### src/rtl/data_mem_arbiter.sv
// Round-robin arbiter and sequencer that shares one single-port data memory between
// two masters: one ACCESS cycle per grant, then a one-cycle registered ack in RESP.
module data_mem_arbiter #(
  parameter int MEM_AW = 8,
  parameter int CNT_W  = 16
) (
  input  logic             clk,
  input  logic             reset,

  input  logic             m0_req,
  input  logic             m0_we,
  input  logic [31:0]      m0_addr,
  input  logic [31:0]      m0_wdata,
  output logic             m0_ack,
  output logic             m0_err,
  output logic [31:0]      m0_rdata,

  input  logic             m1_req,
  input  logic             m1_we,
  input  logic [31:0]      m1_addr,
  input  logic [31:0]      m1_wdata,
  output logic             m1_ack,
  output logic             m1_err,
  output logic [31:0]      m1_rdata,

  output logic             mem_read,
  output logic             mem_write,
  output logic [31:0]      mem_addr,
  output logic [31:0]      mem_wdata,
  input  logic [31:0]      mem_rdata,

  output logic [CNT_W-1:0] conflict_cnt
);

  typedef enum logic [1:0] {IDLE, ACCESS, RESP} state_t;

  state_t      state;
  logic        last_grant;
  logic        grant_id;
  logic        lat_we;
  logic [31:0] lat_addr;
  logic [31:0] lat_wdata;

  logic        arb_slot;
  logic        elig0;
  logic        elig1;
  logic        tie;
  logic        win_valid;
  logic        win_id;
  logic        in_range;
  logic [31:0] access_rdata;

  // The port being acked in RESP still holds its request, so it is masked out.
  always_comb begin
    arb_slot     = (state == IDLE) || (state == RESP);
    elig0        = arb_slot && m0_req && !(state == RESP && grant_id == 1'b0);
    elig1        = arb_slot && m1_req && !(state == RESP && grant_id == 1'b1);
    tie          = elig0 && elig1;
    win_valid    = elig0 || elig1;
    win_id       = tie ? ~last_grant : elig1;
    in_range     = (lat_addr >> MEM_AW) == 32'd0;
    access_rdata = (in_range && !lat_we) ? mem_rdata : 32'd0;
  end

  // NOTE: every signal driven here gets a default first, so no path can infer a latch.
  always_comb begin
    mem_read  = 1'b0;
    mem_write = 1'b0;
    mem_addr  = 32'd0;
    mem_wdata = 32'd0;
    if (state == ACCESS) begin
      mem_addr  = lat_addr;
      mem_wdata = lat_wdata;
      mem_read  = in_range && !lat_we;
      // A write caught by reset in its ACCESS cycle must never reach the memory.
      mem_write = in_range && lat_we && !reset;
    end
  end

  // NOTE: sequential state uses non-blocking assignments so every register sees pre-edge values.
  always_ff @(posedge clk) begin
    if (reset) begin
      state        <= IDLE;
      last_grant   <= 1'b1;
      grant_id     <= 1'b0;
      lat_we       <= 1'b0;
      lat_addr     <= 32'd0;
      lat_wdata    <= 32'd0;
      conflict_cnt <= '0;
      m0_ack       <= 1'b0;
      m0_err       <= 1'b0;
      m0_rdata     <= 32'd0;
      m1_ack       <= 1'b0;
      m1_err       <= 1'b0;
      m1_rdata     <= 32'd0;
    end else begin
      m0_ack <= 1'b0;
      m1_ack <= 1'b0;
      unique case (state)
        IDLE, RESP: begin
          if (win_valid) begin
            grant_id   <= win_id;
            last_grant <= win_id;
            lat_we     <= win_id ? m1_we    : m0_we;
            lat_addr   <= win_id ? m1_addr  : m0_addr;
            lat_wdata  <= win_id ? m1_wdata : m0_wdata;
            if (tie && conflict_cnt != '1) conflict_cnt <= conflict_cnt + 1'b1;
            state <= ACCESS;
          end else begin
            state <= IDLE;
          end
        end
        ACCESS: begin
          if (grant_id == 1'b0) begin
            m0_ack   <= 1'b1;
            m0_err   <= !in_range;
            m0_rdata <= access_rdata;
          end else begin
            m1_ack   <= 1'b1;
            m1_err   <= !in_range;
            m1_rdata <= access_rdata;
          end
          state <= RESP;
        end
        default: state <= IDLE;
      endcase
    end
  end

endmodule

### config.mk
export PLATFORM = sky130hd
export DESIGN_NAME = data_mem_arbiter
export DESIGN_NICKNAME = d
export VERILOG_FILES = /design/src/rtl/data_mem_arbiter.sv
export SDC_FILE = /design/constraint.sdc
export NUM_CORES = 1
export LEC_CHECK = 0
export ABC_AREA = 1
export CORE_AREA = 10 10 154 156
export CTS_CLUSTER_DIAMETER = 50
export DETAILED_ROUTE_END_ITERATION = 10
export DIE_AREA = 0 0 164 166
export GPL_ROUTABILITY_DRIVEN = 0
export PLACE_DENSITY = 0.75
export SLEW_MARGIN = 20
export SYNTH_ARGS = -nofsm -noshare
export SYNTH_HDL_FRONTEND = slang
export SYNTH_SLANG_ARGS = --single-unit
### constraint.sdc
create_clock -name clk -period 1.6 [get_ports clk]
set_input_delay 0.24 -clock clk [delete_from_list [all_inputs] [get_ports clk]]
set_output_delay 0.24 -clock clk [all_outputs]
set_load 0.01 [all_outputs]
## After elaboration in Yosys (flattened, before gate mapping)

Index checks and enable logic that the tools add are counted.

| storage, ports and cells | value |
|---|---|
| register bits | 153 |
| bits of input ports | 166 |
| word-level logic and storage cells | 59 |

| operators by class | value |
|---|---|
| add/subtract/negate cells | 1 |
| eq/ne operators | 3 |
| muxes and demuxes | 13 |
| bitwise logic cells | 3 |
| reduce and logical (&&, ||, !) cells | 26 |

Operators by type and width:

| kind | count |
|---|---|
| 32-bit two-way mux | 5 |
| 32-bit zero test | 1 |
| 16-bit by 1-bit adder with 16-bit output, second input constant | 1 |
| 16-bit != test, second input constant | 1 |
| 1-bit logical AND | 11 |
| 1-bit two-way mux | 7 |
| 2-bit AND reduction | 3 |
| 1-bit zero test | 5 |
| 2-bit one-hot mux with 2 select lines | 1 |
| 2-bit OR reduction | 2 |
| 1-bit NOT | 3 |
| 3-bit AND reduction | 1 |
| 2-bit by 1-bit == test with 1-bit output, second input constant | 1 |
| 2-bit == test, second input constant | 1 |
| 2-bit zero test | 1 |
| 1-bit logical OR | 2 |

## Longest topological paths before layout

Gate-level depths: netlist of run 1.

| logic depth | value |
|---|---|
| word-level depth | 7 |
| gate-level depth with buffers | 11 |
| depth with buffers taken out | 10 |

## Worst setup path before layout of run 1

OpenSTA, ideal clock, no wires.

| path | value |
|---|---|
| path kind | register to register |
| from | reg conflict_cnt[0] |
| to | reg conflict_cnt[10] |
| setup time | 0.132 ns |
| arrival time | 1.556 ns |
| data required time | 1.468 ns |
| slack | -0.088 ns |
| stages on the path, launching flop included | 11 |
| path buffers | 2 |
| clock period less this slack | 1.688 ns |
| cell sequence | dfxtp_1 -> ha_1 -> inv_1 -> nor2_2 -> nand2_1 -> nor2_2 -> nor2_2 -> buf_6 -> buf_6 -> nand2_1 -> a21oi_1 |

| between the ends | value |
|---|---|
| longest elaborated chain between the ends | 3 |

Ends and longest elaborated chain:

| element | RTL line | source |
|---|---|---|
| start: declaration | 32 | `output logic [CNT_W-1:0] conflict_cnt` |
| start signal: assignment | 107 | `if (tie && conflict_cnt != '1) conflict_cnt <= conflict_cnt + 1'b1;` |
| branches (longest 3 deep; another with 16-bit by 1-bit adder with 16-bit output) | -- |  |

Parallel ways; which one is timed is not known.
A chain may end at the register's enable or synchronous reset.

## Worst setup path after layout of run 1

| path | value |
|---|---|
| from | reg state[0] |
| to | out mem_read |

| between the ends | value |
|---|---|
| longest elaborated chain between the ends | 2 |

Ends and longest elaborated chain:

| element | RTL line | source |
|---|---|---|
| start: declaration | 37 | `state_t state;` |
| start signal: assignment | 83 | `state <= IDLE;` |
| start signal: assignment | 108 | `state <= ACCESS;` |
| start signal: assignment | 110 | `state <= IDLE;` |
| 2-bit by 1-bit == test with 1-bit output | 71 | `if (state == ACCESS) begin` |
| 1-bit two-way mux | 71 |  |
| end: declaration | 26 | `output logic mem_read,` |

No other way between the ends.

==> out/results.txt, run 1 <==
Leak - 6.57 nW
final non-filler cell total - 1720
Comb power frac - 0.291
CTS HTree Levels - 4
Cell Pwr Density - 836 nW/um^2
Port-buffer cells - 315
synthesis warning total - 0
Initial Utilization - 0.362
CP Class - register to primary output
VDD IR max - 0.723 mV
CP endpoint kind - primary output
CP max stage delay - 0.33 ns
hold wc startpoint - reset
Longest Clk Path Bufs - 2
remaining global-route overflow - 0
IO Count - 316
DR pass1 iterations - 5
metal3 WL - 2560 um
clock slew at reported path FFs - 0.07 ns
FF-to-FF setup slack - -0.14 ns
Via Count - 8533
violated checks - negative setup slack
total track usage - 0.204
Setup WS pre-CTS - -0.358 ns
Clock Sinks - 153
Pint - 0.00800 W
HPWL Detailed - 19300 um
final core occ - 0.681
worst slew margin relative to its limit - 0.807
chip width - 164 um
Fill cells - 1599
initial antenna violation count - 0
minimum clock period after layout - 1.93 ns
Flop pwr share - 0.362
Die Area - 27200 um^2
HP Class - primary input to register
Num CTS Buffers - 17
hold path endpoint - state[1]
Die Y - 166 um
Startpoint Class - register
Final Hold Viols - 0
synth cell count leaders - 153 x dfxtp_1, 146 x inv_1, 140 x nand2_1
cells along the critical path - inv_2, nor2_4, inv_8, buf_4, nor4_4, buf_2
clk_skew - 0.0110 ns
P_sw - 0.00379 W
Routed Antenna Nets - 0
unrepaired setup endpoints after global routing - yes
area occupied by multi-input gates - 4400 um^2
met2 wire length - 17200 um
hold path cells - 2
DRC Markers - 0
Max Slew Vio Count - 0
Syn Std Cell Area - 7500 um^2
vias in the first global route - 7972
Req. time, crit path - 1.36 ns
CTS tree - done
status - finished, violations left
worst-margin pin slew - 0.288 ns
Yosys reg bits - 153
Core ar. - 20700 um^2
vias per cell - 4.96
unique cell type count in the Yosys netlist - 32
largest net degree at the start of global routing - 67
fmax - 0.519 GHz
clock power share - 0.347
area grow syn2layout - 88.0%
reg2reg path depth - 11
final setup margin - -0.327 ns
DP Area - 11100 um^2
Layout Nets - 1599
register area share after synthesis - 0.409
Net Sw Frac - 0.322
Slowest cell on crit path - dfxtp_2
share of layout cells above drive strength 1 - 0.367
Reg area - 3080 um^2
Mapped Avg Cell Area - 7.30 um^2
CP Max Fanout - 5
Synth area leaders - dfxtp_1 41%, inv_1 7.3%, nand2_1 7.0%, o21ai_0 6.1%, nor2_1 5.4%
final WL - 33600 um
CTS root buf - clkbuf_16
wl on met1 - 13100 um
CP arrival - 1.69 ns
max cap viols - 0
CTS Hold Bufs - 0
Async S/R FF share, synth - 0
placed insts - 1596
Clock Latency Late Sink - 0.43 ns
final setup fails - 177
Top Layer Used - met4
worst r2r src - state[1]
Mapped Cells - 1027
syn_nets - 1194
RR Endpoint - lat_addr[28]
most common cell in the netlist - dfxtp_1
Synth top area share - 0.409
CP top delay family - simple AND/OR/NAND/NOR gates
final cycle utilization of the critical path - 1.20
cell taking the most area after synthesis - dfxtp_1
ys flop type - dfxtp_1
routed len/inst - 19.5 um
first-pass GRT wire length - 44200 um
setup TNS - -17.23 ns
Iter 0 DRT Violations - 604
FP Rows - 53
Ant. Diodes - 0
buffers and inverters on the worst path - 4
EDFF count, synth - 0
final instance area - 14100 um^2
[power groups by stage]
| stage | logic [W] | registers, W | clock network (W) |
|---|---|---|---|
| after floorplan | 0.00113 | 0.00437 | 0 |
| after global placement | 0.00229 | 0.00432 | 0 |
| after detailed placement | 0.00232 | 0.00433 | 0 |
| after CTS | 0.00275 | 0.00426 | 0.00415 |
| after global routing | 0.00365 | 0.00430 | 0.00431 |
| final | 0.00343 | 0.00426 | 0.00410 |
[layer usage]
layer,GRT usage,vias up
met5,0,-
met4,0.0544,0
met3,0.0734,49
met2,0.352,307
met1,0.231,4095
li1,-,4082
[cell usage in the layout (no fill, tap or decap), drive strengths merged, types with 21 or more instances in the layout]
master,n
clkbuf,39
dlymetal6s2s,42
dfxtp,153
a21oi,78
dlygate4sd2,21
nand3,108
o21ai,136
clkdlybuf4s50,186
nor2,112
or2,65
buf,178
inv,156
nand2,143
[logic make-up after synthesis]
group | count (synthesis) | synth area share
AOI/OAI and AO/OA | 216 | 0.165
xor gates and xnor gates | 4 | 0.00467
DFF | 153 | 0.409
buffers and inverters | 217 | 0.129
and+or+nand+nor | 436 | 0.291
adders and majority gates | 1 | 0.00167
[area by class of cell]
cell class | count | area share
clock buffers | 17 | 0.0302
flip-flops and latches | 153 | 0.218
multi-input cells | 659 | 0.312
clock inverters | 15 | 0.0125
repair inverters | 1 | 0.000444
inverters | 150 | 0.0412
well taps | 275 | 0.0244
repair buffers | 450 | 0.361
[worst register-to-register path, stage by stage, from the launching register on]
cell       delay (ns)
dfxtp_2          0.34
buf_6            0.13
a21boi_4         0.17
buf_6            0.15
nand2_8          0.07
nand2_8          0.10
clkbuf_16        0.16
buf_8            0.12
buf_12           0.13
nand2_1          0.07
nand3_1          0.11
o21ai_1          0.09
[repair_timing]
action	in CTS	in global routing
setup endpoints to repair	158	251
buffers inserted	31	29
pin swaps	14	56
cloned	13	30
resized for setup	390	300
endpoints found under the hold margin	0	0
[stage by stage]
step | hold slack [ns] | total power (W)
2_1_floorplan | 0.421 | 0.00550
3_3_place_gp | 0.442 | 0.00662
3_5_place_dp | 0.449 | 0.00665
4_1_cts | 0.363 | 0.0112
5_1_grt | 0.370 | 0.0123
6_report | 0.384 | 0.0118
[worst max-delay path by stage]
stage	start	endpoint	depth (start not counted)
floorplan	conflict_cnt[0]	conflict_cnt[10]	10
detailed placement	lat_addr[17]	mem_read	6
finish	state[0]	mem_read	6
global placement	lat_addr[17]	mem_read	6
global route	state[0]	mem_read	6
CTS	lat_addr[13]	mem_read	5
[flip-flops by register name (all words and copies together) (netlist names)]
register and count:
lat_addr 32, grant_id 1, m0_err 1, m1_ack 1, m1_rdata 32, last_grant 1, m0_rdata 32, m0_ack 1
lat_wdata 32, m1_err 1, conflict_cnt 16, lat_we 1, state 2
No activity file was read; power rests on OpenSTA's default activity.
==> run 2, diff against run 1 <==
CAP_MARGIN = 40   (was unset)
==> results of run 2 <==
Same layout as run 1: the final DEF is identical, and so are final timing and power.
